## config.mk

```make
export PLATFORM = sky130hd
export DESIGN_NAME = frame_readback_ctrl_flat
export DESIGN_NICKNAME = d
export VERILOG_FILES = /design/src/rtl/frame_readback_ctrl_if.sv /design/src/rtl/frame_readback_ctrl.sv /design/src/flat_wrapper.sv
export SDC_FILE = /design/constraint.sdc
export NUM_CORES = 1
export LEC_CHECK = 0
export ABC_AREA = 1
export BUFFER_PORTS_ARGS = -buffer_cell sky130_fd_sc_hd__buf_2
export CORE_ASPECT_RATIO = 0.7
export CORE_MARGIN = 5
export CORE_UTILIZATION = 55
export DETAILED_ROUTE_END_ITERATION = 16
export GPL_TIMING_DRIVEN = 1
export MAX_ROUTING_LAYER = met4
export PLACE_DENSITY = 0.93
export RECOVER_POWER = 100
export SYNTH_ARGS = -nofsm -noshare
export SYNTH_HDL_FRONTEND = slang
export SYNTH_SLANG_ARGS = --single-unit
export TNS_END_PERCENT = 20
```

## constraint.sdc

```tcl
create_clock -name AXIS_CLK -period 5 [get_ports AXIS_CLK]
set_input_delay 0.75 -clock AXIS_CLK [delete_from_list [all_inputs] [get_ports AXIS_CLK]]
set_output_delay 0.75 -clock AXIS_CLK [all_outputs]
set_load 0.005 [all_outputs]
```

## src/rtl/frame_readback_ctrl_if.sv

```systemverilog
// 32-bit AXI-Stream bundle shared by the mover-facing and downstream ports
// of the frame read-back controller.
interface frame_readback_ctrl_if;
    logic [31:0] tdata;
    logic [3:0]  tkeep;
    logic        tlast;
    logic        tvalid;
    logic        tready;

    modport master (output tdata, output tkeep, output tlast, output tvalid, input tready);
    modport slave  (input tdata, input tkeep, input tlast, input tvalid, output tready);
endinterface

```

## src/rtl/frame_readback_ctrl.sv

```systemverilog
// Picks the latest completed DDR ping-pong buffer, issues one MM2S read per
// frame and forwards the returned beats through a two-entry skid buffer.
module frame_readback_ctrl #(
    parameter int          FRAME_BYTES = 1310720,
    parameter int          BEATS       = FRAME_BYTES / 4,
    parameter logic [63:0] BUF0_ADDR   = 64'h4000_0000,
    parameter logic [63:0] BUF1_ADDR   = 64'h6000_0000,
    parameter int          FRAME_GAP   = 16
) (
    input  logic                         AXIS_CLK,
    input  logic                         AXIS_RST,
    input  logic                         enable,
    input  logic [1:0]                   wr_flag,
    output logic                         rd_start,
    output logic [63:0]                  rd_address,
    output logic [63:0]                  rd_size,
    input  logic                         rd_finish,
    frame_readback_ctrl_if.slave         S_AXIS,
    frame_readback_ctrl_if.master        M_AXIS,
    output logic                         buf_sel,
    output logic                         frame_done,
    output logic                         length_err,
    output logic [15:0]                  frame_cnt
);

    // Beat counter is at least 18 bits and grows if BEATS-1 needs more.
    localparam int                CNT_W      = ($clog2(BEATS) > 18) ? $clog2(BEATS) : 18;
    localparam logic [CNT_W-1:0]  LAST_BEAT  = CNT_W'(BEATS - 1);
    localparam logic [CNT_W-1:0]  CNT_ONE    = CNT_W'(1);
    localparam logic [15:0]       GAP_LAST   = 16'(FRAME_GAP - 1);
    localparam logic [63:0]       FRAME_SIZE = 64'(FRAME_BYTES);

    typedef enum logic [2:0] {
        IDLE,
        WAIT_BUF,
        CMD,
        STREAM,
        WAIT_FIN,
        GAP
    } state_t;

    state_t           state_reg, state_next;
    logic [CNT_W-1:0] beat_cnt_reg, beat_cnt_next;
    logic [15:0]      gap_cnt_reg, gap_cnt_next;
    logic             drop_reg, drop_next;
    logic [2:0]       fin_sync_reg;
    logic             fin_seen_reg;
    logic             fin_rise;

    logic [63:0]      rd_address_reg;
    logic [63:0]      rd_size_reg;
    logic             buf_sel_reg;
    logic             frame_done_reg;
    logic             length_err_reg;
    logic [15:0]      frame_cnt_reg;

    logic             out_valid_reg;
    logic [31:0]      out_data_reg;
    logic [3:0]       out_keep_reg;
    logic             out_last_reg;
    logic             skid_valid_reg;
    logic [31:0]      skid_data_reg;
    logic [3:0]       skid_keep_reg;
    logic             skid_last_reg;

    logic             s_ready;
    logic             s_hs;
    logic             at_last;
    logic             push;
    logic             push_last;
    logic             err_pulse;
    logic             done_pulse;
    logic             latch_buf;
    logic             latch_sel;

    // Surplus beats of an over-long frame are swallowed while drop_reg is set.
    assign s_ready  = ((state_reg == STREAM) && !skid_valid_reg) ||
                      ((state_reg == WAIT_FIN) && drop_reg);
    assign s_hs     = S_AXIS.tvalid && s_ready;
    assign fin_rise = fin_sync_reg[1] && !fin_sync_reg[2];

    always_comb begin
        state_next    = state_reg;
        beat_cnt_next = beat_cnt_reg;
        gap_cnt_next  = gap_cnt_reg;
        drop_next     = drop_reg;
        at_last       = 1'b0;
        push          = 1'b0;
        push_last     = 1'b0;
        err_pulse     = 1'b0;
        done_pulse    = 1'b0;
        latch_buf     = 1'b0;
        latch_sel     = 1'b0;
        case (state_reg)
            IDLE: begin
                if (enable) begin
                    state_next = WAIT_BUF;
                end
            end
            WAIT_BUF: begin
                if (wr_flag == 2'd1) begin
                    latch_buf  = 1'b1;
                    latch_sel  = 1'b0;
                    state_next = CMD;
                end else if (wr_flag == 2'd2) begin
                    latch_buf  = 1'b1;
                    latch_sel  = 1'b1;
                    state_next = CMD;
                end
            end
            CMD: begin
                beat_cnt_next = '0;
                drop_next     = 1'b0;
                state_next    = STREAM;
            end
            STREAM: begin
                if (s_hs) begin
                    push          = 1'b1;
                    beat_cnt_next = beat_cnt_reg + CNT_ONE;
                    at_last       = (beat_cnt_reg == LAST_BEAT);
                    push_last     = S_AXIS.tlast || at_last;
                    if (push_last) begin
                        state_next = WAIT_FIN;
                        err_pulse  = (S_AXIS.tlast != at_last);
                        drop_next  = at_last && !S_AXIS.tlast;
                    end
                end
            end
            WAIT_FIN: begin
                if (s_hs && S_AXIS.tlast) begin
                    drop_next = 1'b0;
                end
                if (fin_seen_reg && !out_valid_reg && !skid_valid_reg) begin
                    done_pulse   = 1'b1;
                    drop_next    = 1'b0;
                    gap_cnt_next = '0;
                    state_next   = GAP;
                end
            end
            GAP: begin
                if (gap_cnt_reg == GAP_LAST) begin
                    state_next = enable ? WAIT_BUF : IDLE;
                end else begin
                    gap_cnt_next = gap_cnt_reg + 16'd1;
                end
            end
            default: begin
                state_next = IDLE;
            end
        endcase
    end

    always_ff @(posedge AXIS_CLK) begin
        if (AXIS_RST) begin
            state_reg      <= IDLE;
            beat_cnt_reg   <= '0;
            gap_cnt_reg    <= '0;
            drop_reg       <= 1'b0;
            fin_sync_reg   <= '0;
            fin_seen_reg   <= 1'b0;
            rd_address_reg <= '0;
            rd_size_reg    <= '0;
            buf_sel_reg    <= 1'b0;
            frame_done_reg <= 1'b0;
            length_err_reg <= 1'b0;
            frame_cnt_reg  <= '0;
        end else begin
            state_reg    <= state_next;
            beat_cnt_reg <= beat_cnt_next;
            gap_cnt_reg  <= gap_cnt_next;
            drop_reg     <= drop_next;
            fin_sync_reg <= {fin_sync_reg[1:0], rd_finish};
            // A finish edge seen during STREAM stays recorded until the next command.
            if (state_reg == CMD) begin
                fin_seen_reg <= 1'b0;
            end else if (fin_rise) begin
                fin_seen_reg <= 1'b1;
            end
            if (latch_buf) begin
                buf_sel_reg    <= latch_sel;
                rd_address_reg <= latch_sel ? BUF1_ADDR : BUF0_ADDR;
                rd_size_reg    <= FRAME_SIZE;
            end
            frame_done_reg <= done_pulse;
            length_err_reg <= err_pulse;
            if (done_pulse) begin
                frame_cnt_reg <= frame_cnt_reg + 16'd1;
            end
        end
    end

    // Output register plus one skid slot; input is blocked while the skid is full.
    always_ff @(posedge AXIS_CLK) begin
        if (AXIS_RST) begin
            out_valid_reg  <= 1'b0;
            out_data_reg   <= '0;
            out_keep_reg   <= '0;
            out_last_reg   <= 1'b0;
            skid_valid_reg <= 1'b0;
            skid_data_reg  <= '0;
            skid_keep_reg  <= '0;
            skid_last_reg  <= 1'b0;
        end else if (!out_valid_reg || M_AXIS.tready) begin
            if (skid_valid_reg) begin
                out_valid_reg  <= 1'b1;
                out_data_reg   <= skid_data_reg;
                out_keep_reg   <= skid_keep_reg;
                out_last_reg   <= skid_last_reg;
                skid_valid_reg <= 1'b0;
            end else if (push) begin
                out_valid_reg <= 1'b1;
                out_data_reg  <= S_AXIS.tdata;
                out_keep_reg  <= S_AXIS.tkeep;
                out_last_reg  <= push_last;
            end else begin
                out_valid_reg <= 1'b0;
            end
        end else if (push) begin
            skid_valid_reg <= 1'b1;
            skid_data_reg  <= S_AXIS.tdata;
            skid_keep_reg  <= S_AXIS.tkeep;
            skid_last_reg  <= push_last;
        end
    end

    assign rd_start      = (state_reg == CMD);
    assign rd_address    = rd_address_reg;
    assign rd_size       = rd_size_reg;
    assign buf_sel       = buf_sel_reg;
    assign frame_done    = frame_done_reg;
    assign length_err    = length_err_reg;
    assign frame_cnt     = frame_cnt_reg;
    assign S_AXIS.tready = s_ready;
    assign M_AXIS.tvalid = out_valid_reg;
    assign M_AXIS.tdata  = out_data_reg;
    assign M_AXIS.tkeep  = out_keep_reg;
    assign M_AXIS.tlast  = out_last_reg;

endmodule
```

## src/flat_wrapper.sv

```systemverilog
// flat-port wrapper written by rule: the top's interface ports become plain ports
module frame_readback_ctrl_flat 
#(
    parameter int          FRAME_BYTES = 1310720,
    parameter int          BEATS       = FRAME_BYTES / 4,
    parameter logic [63:0] BUF0_ADDR   = 64'h4000_0000,
    parameter logic [63:0] BUF1_ADDR   = 64'h6000_0000,
    parameter int          FRAME_GAP   = 16
)
  (AXIS_CLK, AXIS_RST, enable, wr_flag, rd_start, rd_address, rd_size, rd_finish, buf_sel, frame_done, length_err, frame_cnt, S_AXIS_tdata, S_AXIS_tkeep, S_AXIS_tlast, S_AXIS_tvalid, S_AXIS_tready, M_AXIS_tdata, M_AXIS_tkeep, M_AXIS_tlast, M_AXIS_tvalid, M_AXIS_tready);
  frame_readback_ctrl_if S_AXIS_i ();
  frame_readback_ctrl_if M_AXIS_i ();
  input  logic AXIS_CLK;
  input  logic AXIS_RST;
  input  logic enable;
  input  logic [1:0] wr_flag;
  output logic rd_start;
  output logic [63:0] rd_address;
  output logic [63:0] rd_size;
  input  logic rd_finish;
  output logic buf_sel;
  output logic frame_done;
  output logic length_err;
  output logic [15:0] frame_cnt;
  input wire logic [$bits(S_AXIS_i.tdata)-1:0] S_AXIS_tdata;
  input wire logic [$bits(S_AXIS_i.tkeep)-1:0] S_AXIS_tkeep;
  input wire logic [$bits(S_AXIS_i.tlast)-1:0] S_AXIS_tlast;
  input wire logic [$bits(S_AXIS_i.tvalid)-1:0] S_AXIS_tvalid;
  output wire logic [$bits(S_AXIS_i.tready)-1:0] S_AXIS_tready;
  output wire logic [$bits(M_AXIS_i.tdata)-1:0] M_AXIS_tdata;
  output wire logic [$bits(M_AXIS_i.tkeep)-1:0] M_AXIS_tkeep;
  output wire logic [$bits(M_AXIS_i.tlast)-1:0] M_AXIS_tlast;
  output wire logic [$bits(M_AXIS_i.tvalid)-1:0] M_AXIS_tvalid;
  input wire logic [$bits(M_AXIS_i.tready)-1:0] M_AXIS_tready;
  assign S_AXIS_i.tdata = S_AXIS_tdata;
  assign S_AXIS_i.tkeep = S_AXIS_tkeep;
  assign S_AXIS_i.tlast = S_AXIS_tlast;
  assign S_AXIS_i.tvalid = S_AXIS_tvalid;
  assign S_AXIS_tready = S_AXIS_i.tready;
  assign M_AXIS_tdata = M_AXIS_i.tdata;
  assign M_AXIS_tkeep = M_AXIS_i.tkeep;
  assign M_AXIS_tlast = M_AXIS_i.tlast;
  assign M_AXIS_tvalid = M_AXIS_i.tvalid;
  assign M_AXIS_i.tready = M_AXIS_tready;
  frame_readback_ctrl #(.FRAME_BYTES(FRAME_BYTES), .BEATS(BEATS), .BUF0_ADDR(BUF0_ADDR), .BUF1_ADDR(BUF1_ADDR), .FRAME_GAP(FRAME_GAP)) u_core (.AXIS_CLK(AXIS_CLK), .AXIS_RST(AXIS_RST), .enable(enable), .wr_flag(wr_flag), .rd_start(rd_start), .rd_address(rd_address), .rd_size(rd_size), .rd_finish(rd_finish), .S_AXIS(S_AXIS_i), .M_AXIS(M_AXIS_i), .buf_sel(buf_sel), .frame_done(frame_done), .length_err(length_err), .frame_cnt(frame_cnt));
endmodule
```

== Word level (Yosys, flattened, before mapping) ==
Cells that the tools add are included.

* Bits in registers: 203
* Latch bits: 0
* Memory bits (writable): 0
* Bits in read-only memories: 0
* Input port bits: 45
* Word-level logic and storage cells: 113
* Memories: 0

* Add/subtract/negate cells: 3
* Multipliers: 0
* Divide/modulo/power cells: 0
* Magnitude comparators: 0
* Equality and inequality tests: 18
* Shift operators: 0
* Mux-type cells: 39
* Bitwise operators: 4
* Reduce and logical (&&, ||, !) cells: 29

{| class="wikitable"
|+ Operator list
! kind !! count
|-
| 2-to-1 mux 32 bit || 2
|-
| case mux 19 bit (2 select lines) || 1
|-
| adder 16 x 1 -> 16 bit, second input constant || 2
|-
| 2-to-1 mux 16 bit || 2
|-
| case mux 16 bit (2 select lines) || 1
|-
| 2-to-1 mux 30 bit || 1
|-
| 2-to-1 mux 3 bit || 7
|-
| 2-to-1 mux 1 bit || 20
|-
| adder 19 x 1 -> 19 bit, second input constant || 1
|-
| equality test 19 bit, second input constant || 1
|-
| 2-to-1 mux 19 bit || 1
|-
| case mux 3 bit (6 select lines) || 1
|-
| equality test 16 x 4 -> 1 bit, second input constant || 1
|-
| logical AND 1 bit || 8
|-
| 2-to-1 mux 4 bit || 2
|-
| inequality test 2 bit, second input constant || 4
|-
| equality test 3 x 2 -> 1 bit, second input constant || 2
|-
| equality test 3 bit, second input constant || 2
|-
| AND reduction 2 bit || 3
|-
| AND reduction 6 bit || 1
|-
| nonzero test 2 bit || 3
|-
| zero test 1 bit || 4
|-
| inequality test 2 x 1 -> 1 bit, second input constant || 2
|-
| inverter 1 bit || 4
|-
| 14 further kinds || 17
|}

== Longest topological paths before layout ==
Gate-level depths: netlist of the first run.

* Word-level depth: 8
* Depth in mapped cells: 15
* Gate-level depth less buffers: 15

== Worst setup path after synthesis of the first run ==
OpenSTA, ideal clock, no wires.

* Path type: flip-flop to flip-flop
* Start: reg u_core.beat_cnt_reg[0]
* End: reg u_core.state_reg[1]
* Arrival time: 2217 ps
* Data required time: 4885 ps
* Setup slack: 2668 ps
* Cell stages (with the launch flop): 15
* Path buffers: 0
* Cell sequence: dfxtp_1 -> ha_1 -> nand2_1 -> nor2_1 -> nand2_1 -> nor3_1 -> and3_1 -> inv_1 -> ha_1 -> inv_1 -> nand3_1 -> nand2_1 -> nand3_1 -> o21ai_0 -> inv_1

* Longest elaborated chain between the ends: 4

{| class="wikitable"
|+ Ends and longest elaborated chain
! what !! RTL line !! source
|-
| from (decl) || frame_readback_ctrl.sv:43 || <nowiki>logic [CNT_W-1:0] beat_cnt_reg, beat_cnt_next;</nowiki>
|-
| from (signal assigned) || frame_readback_ctrl.sv:169 || <nowiki>beat_cnt_reg <= beat_cnt_next;</nowiki>
|-
| equality test 19 bit || frame_readback_ctrl.sv:120 || <nowiki>at_last = (beat_cnt_reg == LAST_BEAT);</nowiki>
|-
| logical OR 1 bit || frame_readback_ctrl.sv:121 || <nowiki>push_last = S_AXIS.tlast || at_last;</nowiki>
|-
| inequality test 2 bit (no source line) || -- ||
|-
| AND reduction 6 bit (no source line) || -- ||
|-
| to (signal assigned) || frame_readback_ctrl.sv:168 || <nowiki>state_reg <= state_next;</nowiki>
|-
| to (decl) || frame_readback_ctrl.sv:42 || <nowiki>state_t state_reg, state_next;</nowiki>
|}

No other way between the ends.
A chain may end at the register's enable or synchronous reset.

== Worst setup path in the final report of the first run ==
* Start: reg u_core.skid_valid_reg
* End: reg u_core.skid_data_reg[2]

* Longest elaborated chain between the ends: 7

{| class="wikitable"
|+ Ends and longest elaborated chain
! what !! RTL line !! source
|-
| from (decl) || frame_readback_ctrl.sv:61 || <nowiki>logic skid_valid_reg;</nowiki>
|-
| from (signal assigned) || frame_readback_ctrl.sv:199 || <nowiki>skid_valid_reg <= 1'b0;</nowiki>
|-
| from (signal assigned) || frame_readback_ctrl.sv:209 || <nowiki>skid_valid_reg <= 1'b0;</nowiki>
|-
| from (signal assigned) || frame_readback_ctrl.sv:219 || <nowiki>skid_valid_reg <= 1'b1;</nowiki>
|-
| zero test 1 bit || frame_readback_ctrl.sv:77 || <nowiki>assign s_ready = ((state_reg == STREAM) && !skid_valid_reg) ||</nowiki>
|-
| logical AND 1 bit || frame_readback_ctrl.sv:77 ||
|-
| logical OR 1 bit || frame_readback_ctrl.sv:77 ||
|-
| logical AND 1 bit || frame_readback_ctrl.sv:79 || <nowiki>assign s_hs = S_AXIS.tvalid && s_ready;</nowiki>
|-
| 2-to-1 mux 1 bit || frame_readback_ctrl.sv:117 || <nowiki>if (s_hs) begin</nowiki>
|-
| 2-to-1 mux 1 bit || frame_readback_ctrl.sv:94 || <nowiki>case (state_reg)</nowiki>
|-
| AND reduction 2 bit (no source line) || -- ||
|-
| to (signal assigned) || frame_readback_ctrl.sv:220 || <nowiki>skid_data_reg <= S_AXIS.tdata;</nowiki>
|-
| to (decl) || frame_readback_ctrl.sv:62 || <nowiki>logic [31:0] skid_data_reg;</nowiki>
|}

No other way between the ends.

==> results by group, run 1 <==
GRT
  • Largest net degree at the start of global routing: 102
  • First-pass GRT wire length: 30,500 um
  • Gr ovfl total: 0
  • Vias in the first global route: between 6k and 7k
  • Initial antenna violation count: 0
  • Overall Global Routing Usage: 23.5%

Routing
  • Routed wl met2: between 9000 and 10,000 um
  • DRT iter0 DRCs: 784
  • Wire length on met3: 1830 um
  • DRT Pass-1 Iters: 5
  • Via density: approximately 5.2
  • DR top layer: met4
  • WL per Instance: around 14 um
  • DR vias: 7,231
  • # DRC: 0
  • Antenna-violating nets left: 0
  • Final wirelength: between 15,000 and 20,000 um
  • DRT met1 WL: 8180 um

Layout
  • Ant diodes: 0
  • Area of the multi-input gates: 0.00376 mm2
  • Register Area: between 0.002 and 0.003 mm2
  • Final Net Count: 1,252
  • Share of cells above drive strength 1: 8.99%
  • Area Overhead vs Synth: 8.00%
  • # fillers: 1,221

Floorplanning
  • Starting Density: 55.5%
  • Cell Rows: 36
  • Die Ht: 109 um
  • # IOs: 232
  • Placeable Area: 0.0138 mm2
  • Die X: 151 um
  • DIE AREA: 0.0164 mm2

Clocking
  • CTS Sinks: 139
  • # hold bufs at CTS: 0
  • Setup bufs post-CTS: 0
  • TritonCTS buffer count: 17
  • Clock buffer depth: 2
  • Clock Latency Late Sink: roughly 0.42 ns
  • CTS root buf: clkbuf_16
  • Clk slew on worst S/H paths: 0.06 ns
  • CTS HTree Levels: 4
  • CTS tree: built
  • PostCTS Resize Cnt: 0

Logic synthesis
  • Post-Synthesis Cells: between 1k and 1.5k
  • Ys flop type: dfxtp_1
  • EDFF count, synth: 0
  • Seq cells post-synth: 139
  • Top cells by area, synth: dfxtp_1 (36%), nand2_1 (15%), buf_4 (13%), nand3_1 (8.5%), a21oi_1 (7.5%)
  • Syn Area/Cell: 6.82 um2
  • Post-Syn Area: 0.00764 mm2
  • Post-synth top area share: between 30% and 40%
  • Sequential fraction of the synthesis area: 36.4%
  • Synth unique cells: 36
  • Yosys warns: 0
  • Async SR Flop Fraction: 0%
  • Yosys top cell by area: dfxtp_1

Run
  • Max-Cap Viols: 1

Timing
  • Final hold vios: 0
  • Worst Skew: 0.00613 ns
  • Final Worst Setup Slack: around 1.1 ns
  • Final period util: 78.6%
  • Worst-Margin Slew: 2.08 ns
  • Worst slew margin: -38.4%
  • RSZ-0062 raised after global routing: false
  • Minimum clock period: 3.93 ns
  • Fmax: 0.255 GHz
  • Endpoints failing setup: 0
  • Setup_tns: 0 ns
  • Max-slew violations: 102

Placed design
  • GP Congestion: 0.992
  • IO buf count: 107
  • DPL Wire Length: 12,900 um
  • Setup WS pre-CTS: 2.10 ns

Setup path
  • CP Max Fanout: 42
  • Critical path type: register to register
  • CP endpoint kind: register
  • Startpoint Class: register
  • Worst EP arrival: 4.12 ns
  • Critical Path RT: 5.19 ns

Power and ir drop
  • Internal Pwr Total: 2.13 mW
  • P_leak: roughly 3.5 nW
  • Clock Power Share: 48.6%
  • Net Switching: 0.733 mW
  • Power Density: around 350 mW/mm2
  • Combinational Power Share: 10.8%
  • Max rail drop VDD: roughly 0.00029 V
  • Sw Ratio: around a quarter
  • Sequential share of power: 40.6%

Status
  • Failing checks: max-capacitance violations, max-slew violations
  • Run status: complete, but fails checks

Min path
  • Min-delay worst type: register to register
-- cell families (layout without fill, tap and decap cells) --
kind of cell | Yosys count | after routing | share of synthesized area, %
simple gates | 573 | 573 | 32.6
buf+inv | 257 | 225 | 19.9
compound gates | 139 | 139 | 9.30
flops | 139 | 139 | 36.4
fa+ha+maj | 8 | 8 | 1.31
xor+xnor | 4 | 4 | 0.458
other cells | 1 | 124 | 0.0491
-- layout make-up --
cell class              count  share of cell area (%)
multi-input cells         848                    45.5
flip-flops and latches    139                    33.7
repair buffers            113                    6.36
clock buffers              21                    5.58
inverters                  80                    3.64
well taps                 190                    2.88
clock inverters            11                    2.30
-- critical path, stage by stage (launching register included) --
cell and delay [ns]:
dfxtp_1 0.31, inv_1 0.05, buf_4 0.39, nand2_1 0.14
nand2_1 0.17, nand3_1 0.20, inv_1 1.05, nand2_1 0.76
buf_4 0.45, nand2_1 0.08, a21oi_1 0.07
-- layer usage --
layer	GRT usage (%)	up-vias
met5	-	-
met1	31.5	3316
met2	35.0	364
met4	7.63	0
li1	-	3526
met3	5.61	25
-- synthesized netlist by cell type (all sizes together), types with 2 or more instances --
library cell	count
nand4	19
a21oi	115
nand2	305
nand3b	2
nor2	87
nand3	131
dfxtp	139
inv	79
buf	158
o21ai	18
nor3	23
clkbuf	19
or2	4
xor2	3
ha	8
-- placed cells by master, fill, tap and decap left out, types with 2 or more instances in the layout --
master	instances
nand2_1	303
dfxtp_1	139
nand3_1	131
conb_1	124
a21oi_1	115
nor2_1	85
inv_1	79
buf_2	62
clkbuf_1	46
nor3_1	22
nand4_1	19
o21ai_0	18
clkbuf_16	17
ha_1	8
bufinv_16	5
buf_4	5
or2_2	4
xor2_1	3
clkinv_2	3
nand2_2	2
nand3b_1	2
clkbuf_8	2
-- stage by stage --
stage | power, mW | std cells | hold slack (ns) | instance area (um2) | utilization, %
6_report | 2.87 | 1402 | 0.427 | 8260 | 59.9
5_1_grt | 2.97 | 1402 | 0.440 | 8260 | 59.9
4_1_cts | 2.87 | 1402 | 0.411 | 8360 | 60.6
3_5_place_dp | 1.48 | 1370 | 0.398 | 7710 | 55.9
3_3_place_gp | 1.47 | 1370 | 0.389 | 7710 | 55.9
2_1_floorplan | 1.47 | 1244 | 0.388 | 8110 | -
-- power groups by stage --
stage	sequential [mW]	clock, mW	combinational (mW)
3_3_place_gp	1.18	0	0.287
4_1_cts	1.16	1.40	0.308
5_1_grt	1.17	1.45	0.347
3_5_place_dp	1.19	0	0.299
2_1_floorplan	1.18	0	0.292
6_report	1.16	1.39	0.309
-- worst paths after layout --
check / from / to / slack [ns] / depth (start not counted)
max: u_core.skid_valid_reg$_SDFFE_PP0P_ / u_core.skid_data_reg[2]$_SDFFE_PP0P_ / 1.07 / 10
min: u_core.fin_sync_reg[0]$_SDFF_PP0_ / u_core.fin_sync_reg[1]$_SDFF_PP0_ / 0.43 / 2
max reg2reg: u_core.skid_valid_reg$_SDFFE_PP0P_ / u_core.skid_data_reg[2]$_SDFFE_PP0P_ / 1.07 / 10
min reg2reg: u_core.fin_sync_reg[0]$_SDFF_PP0_ / u_core.fin_sync_reg[1]$_SDFF_PP0_ / 0.43 / 2
Note: power is estimated with default switching activity, not from simulation.
==> run 2: changes to the inputs <==
- ABC_AREA: 1 -> 0
- CORE_UTILIZATION: 55 -> 46
- PLACE_DENSITY: 0.93 -> 0.85
- clock period: 5 -> 3.6 ns (I/O delays scaled with it)
==> results by group, run 2 <==
GRT
  • First-pass GRT wire length: 25,100 um
  • Vias in the first global route: 5,177
  • Initial antenna violation count: 0
  • Overall Global Routing Usage: 17.3%
  • Gr ovfl total: 0
  • Largest net degree at the start of global routing: a little over 70

Routing
  • Via density: roughly 5.1
  • Final wirelength: 15,900 um
  • DRT Pass-1 Iters: 5
  • DRT iter0 DRCs: just under 300
  • DR vias: approximately 5.8k
  • # DRC: 0
  • Antenna-violating nets left: 0
  • WL per Instance: 14.1 um

Power and ir drop
  • Sw Ratio: 23.8%
  • Combinational Power Share: around 5.2%
  • P_leak: 2.90 nW
  • Power Density: 450 mW/mm2
  • Max rail drop VDD: 0.000308 V
  • Sequential share of power: 44.8%
  • Internal Pwr Total: 2.67 mW
  • Clock Power Share: between 50% and 60%
  • Net Switching: ~0.84 mW

Setup path
  • CP Max Fanout: 36
  • WP buf/inv: 1
  • Worst EP arrival: 3.20 ns
  • R2r startpoint: u_core.state_reg[0]$_SDFFE_PP0P_
  • R2R setup slack: 0.58 ns
  • Family with the most delay on the worst path: buffers and inverters
  • Stages on worst setup path: 5
  • Max incr delay on CP: 1.28 ns
  • Reg2Reg Capture Point: u_core.M_AXIS.tdata[25]$_SDFFE_PP0P_
  • Crit path to: u_core.M_AXIS.tdata[25]$_SDFFE_PP0P_
  • Critical path type: register to register
  • Reg2reg path depth: 5
  • Critical Path RT: 3.78 ns
  • Worst path slowest cell: clkbuf_1
  • Crit path from: u_core.state_reg[0]$_SDFFE_PP0P_
  • CP cell instances: and3b_1, a21o_1, and2_0, clkbuf_1, a211oi_1
  • CP endpoint kind: register
  • Startpoint Class: register

Floorplanning
  • Cell Rows: 38
  • Placeable Area: 0.0153 mm2
  • Die Ht: 114 um
  • DIE AREA: ~0.018 mm2
  • Die X: about 160 um
  • # IOs: ~230
  • Starting Density: 46.3%

Placed design
  • GP Congestion: 0.876
  • DPL Wire Length: 11,100 um
  • Setup WS pre-CTS: 1.15 ns
  • IO buf count: 107

Logic synthesis
  • Syn Area/Cell: 8.47 um2
  • Top post-synthesis cells by count: dfxtp_1 (139), buf_4 (127), a21oi_1 (101)
  • Largest family of logic cells by synthesized area: simple AND/OR/NAND/NOR gates
  • Post-synth top area share: 39.3%
  • Synth unique cells: 56
  • Most common cell in the netlist: dfxtp_1
  • Post-synthesis xor/xnor area fraction: ~2.1%
  • Post-Syn Area: 0.00709 mm2
  • Mux cell area share after synthesis: 5.99%
  • Async SR Flop Fraction: 0%
  • Seq cells post-synth: between 100 and 150
  • Top cells by area, synth: dfxtp_1 (39%), buf_4 (13%), a21oi_1 (7.1%), mux2i_1 (5.5%), nand2_1 (4.9%)
  • EDFF count, synth: 0
  • Yosys warns: 0
  • Yosys top cell by area: dfxtp_1
  • Synth Area in Compound Gates: 15.8%
  • Ys flop type: dfxtp_1
  • Adder-Cell Fraction of Synth Area: ~1.4%
  • Sequential fraction of the synthesis area: approximately two fifths
  • Post-Synthesis Cells: approximately 840
  • Simple-gate share of the synthesized area: a little under a fifth

Min path
  • Min-delay worst type: primary input to register

Layout
  • Area Overhead vs Synth: 9.89%
  • Commonest non-fill, non-tap cell in the layout: dfxtp_1
  • Most frequent cells in the layout: dfxtp_1 (138), conb_1 (124), a21oi_1 (101)
  • Ant diodes: 0
  • # fillers: ~1.4k
  • Share of cells above drive strength 1: about an eighth
  • Final Net Count: 969

Status
  • Failing checks: max-capacitance violations, max-slew violations
  • Run status: complete, but fails checks

Clocking
  • CTS tree: built
  • CTS root buf: clkbuf_16
  • Setup bufs post-CTS: 0
  • Clock buffer depth: 2
  • PostCTS Resize Cnt: 0
  • TritonCTS buffer count: 17
  • CTS Sinks: ~140
  • # hold bufs at CTS: 0
  • CTS HTree Levels: 4
  • Clock Latency Late Sink: 0.41 ns
  • Clk slew on worst S/H paths: 0.06 ns

Timing
  • Worst slew margin: -40.5%
  • Setup_tns: 0 ns
  • Final Worst Setup Slack: 0.578 ns
  • RSZ-0062 raised after global routing: false
  • Final period util: a little over four fifths
  • Worst Skew: 0.0132 ns
  • Minimum clock period: slightly above 3 ns
  • Max-slew violations: 87
  • Worst-Margin Slew: 2.11 ns
  • Endpoints failing setup: 0
  • Final hold vios: 0
  • Fmax: 0.331 GHz

Run
  • Max-Cap Viols: 2
[run 2: cells by family after synthesis]
kind of cell / count (synthesis)
AND/OR/NAND/NOR: 251
adder cells (fa/ha/maj): 8
AO/OA/AOI/OAI: 187
multiplexers: 42
buffers and inverters: 192
flip-flops: 139
XOR/XNOR: 17
other: 1
[run 2: area by class of cell]
cell class / instances / area, um2 / share of cell area (%)
Timing Repair Buffer: 116 / 549 / 7.05
Sequential cell: 139 / 2780 / 35.8
Clock buffer: 19 / 443 / 5.69
Tap cell: 200 / 250 / 3.21
Multi-Input combinational cell: 629 / 3550 / 45.6
Clock inverter: 13 / 158 / 2.02
Inverter: 13 / 48.8 / 0.627
[run 2: worst reg2reg max path, stage by stage (launching register included)]
cell and delay (ns):
dfxtp_1 0.70, and3b_1 0.29, a21o_1 0.15, and2_0 0.15, clkbuf_1 1.28, a211oi_1 0.24
[run 2: worst min path at each step]
| stage | endpoint | cells after the start | slack, ns | startpoint |
|---|---|---|---|---|
| after floorplan | u_core.fin_sync_reg[1]$_SDFF_PP0_ | 1 | 0.41 | u_core.fin_sync_reg[0]$_SDFF_PP0_ |
| after global placement | u_core.fin_sync_reg[1]$_SDFF_PP0_ | 1 | 0.42 | u_core.fin_sync_reg[0]$_SDFF_PP0_ |
| after detailed placement | u_core.fin_sync_reg[1]$_SDFF_PP0_ | 1 | 0.43 | u_core.fin_sync_reg[0]$_SDFF_PP0_ |
| after CTS | u_core.fin_sync_reg[0]$_SDFF_PP0_ | 2 | 0.33 | rd_finish |
| after global routing | u_core.fin_sync_reg[0]$_SDFF_PP0_ | 2 | 0.33 | rd_finish |
| final | u_core.fin_sync_reg[0]$_SDFF_PP0_ | 2 | 0.35 | rd_finish |
[run 2: stage by stage]
step                      util (%)  hold WS [ns]  area (um2)  power [mW]  std cells
after floorplan                  -         0.414        7550        1.82        960
after global placement        47.3         0.422        7250        1.78       1097
after detailed placement      47.3         0.428        7250        1.78       1097
after CTS                     51.3         0.328        7850        3.54       1129
after global routing          50.9         0.334        7790        3.64       1129
final                         50.9         0.348        7790        3.51       1129
[run 2: routing by layer]
metal,vias up,part of all wire (%),track usage (%)
li1,2869,-,-
met1,2756,46,23.3
met2,167,47,26.3
met3,9,6.3,4.25
met4,0,0.67,4.03
met5,-,0,-
[run 2: power groups by stage]
stage                     Combinational (mW)  Sequential, mW  Clock [mW]
final                                  0.183            1.57        1.75
after CTS                              0.182            1.57        1.79
after floorplan                        0.223            1.59           0
after detailed placement               0.181            1.60           0
after global routing                   0.209            1.57        1.86
after global placement                 0.178            1.60           0
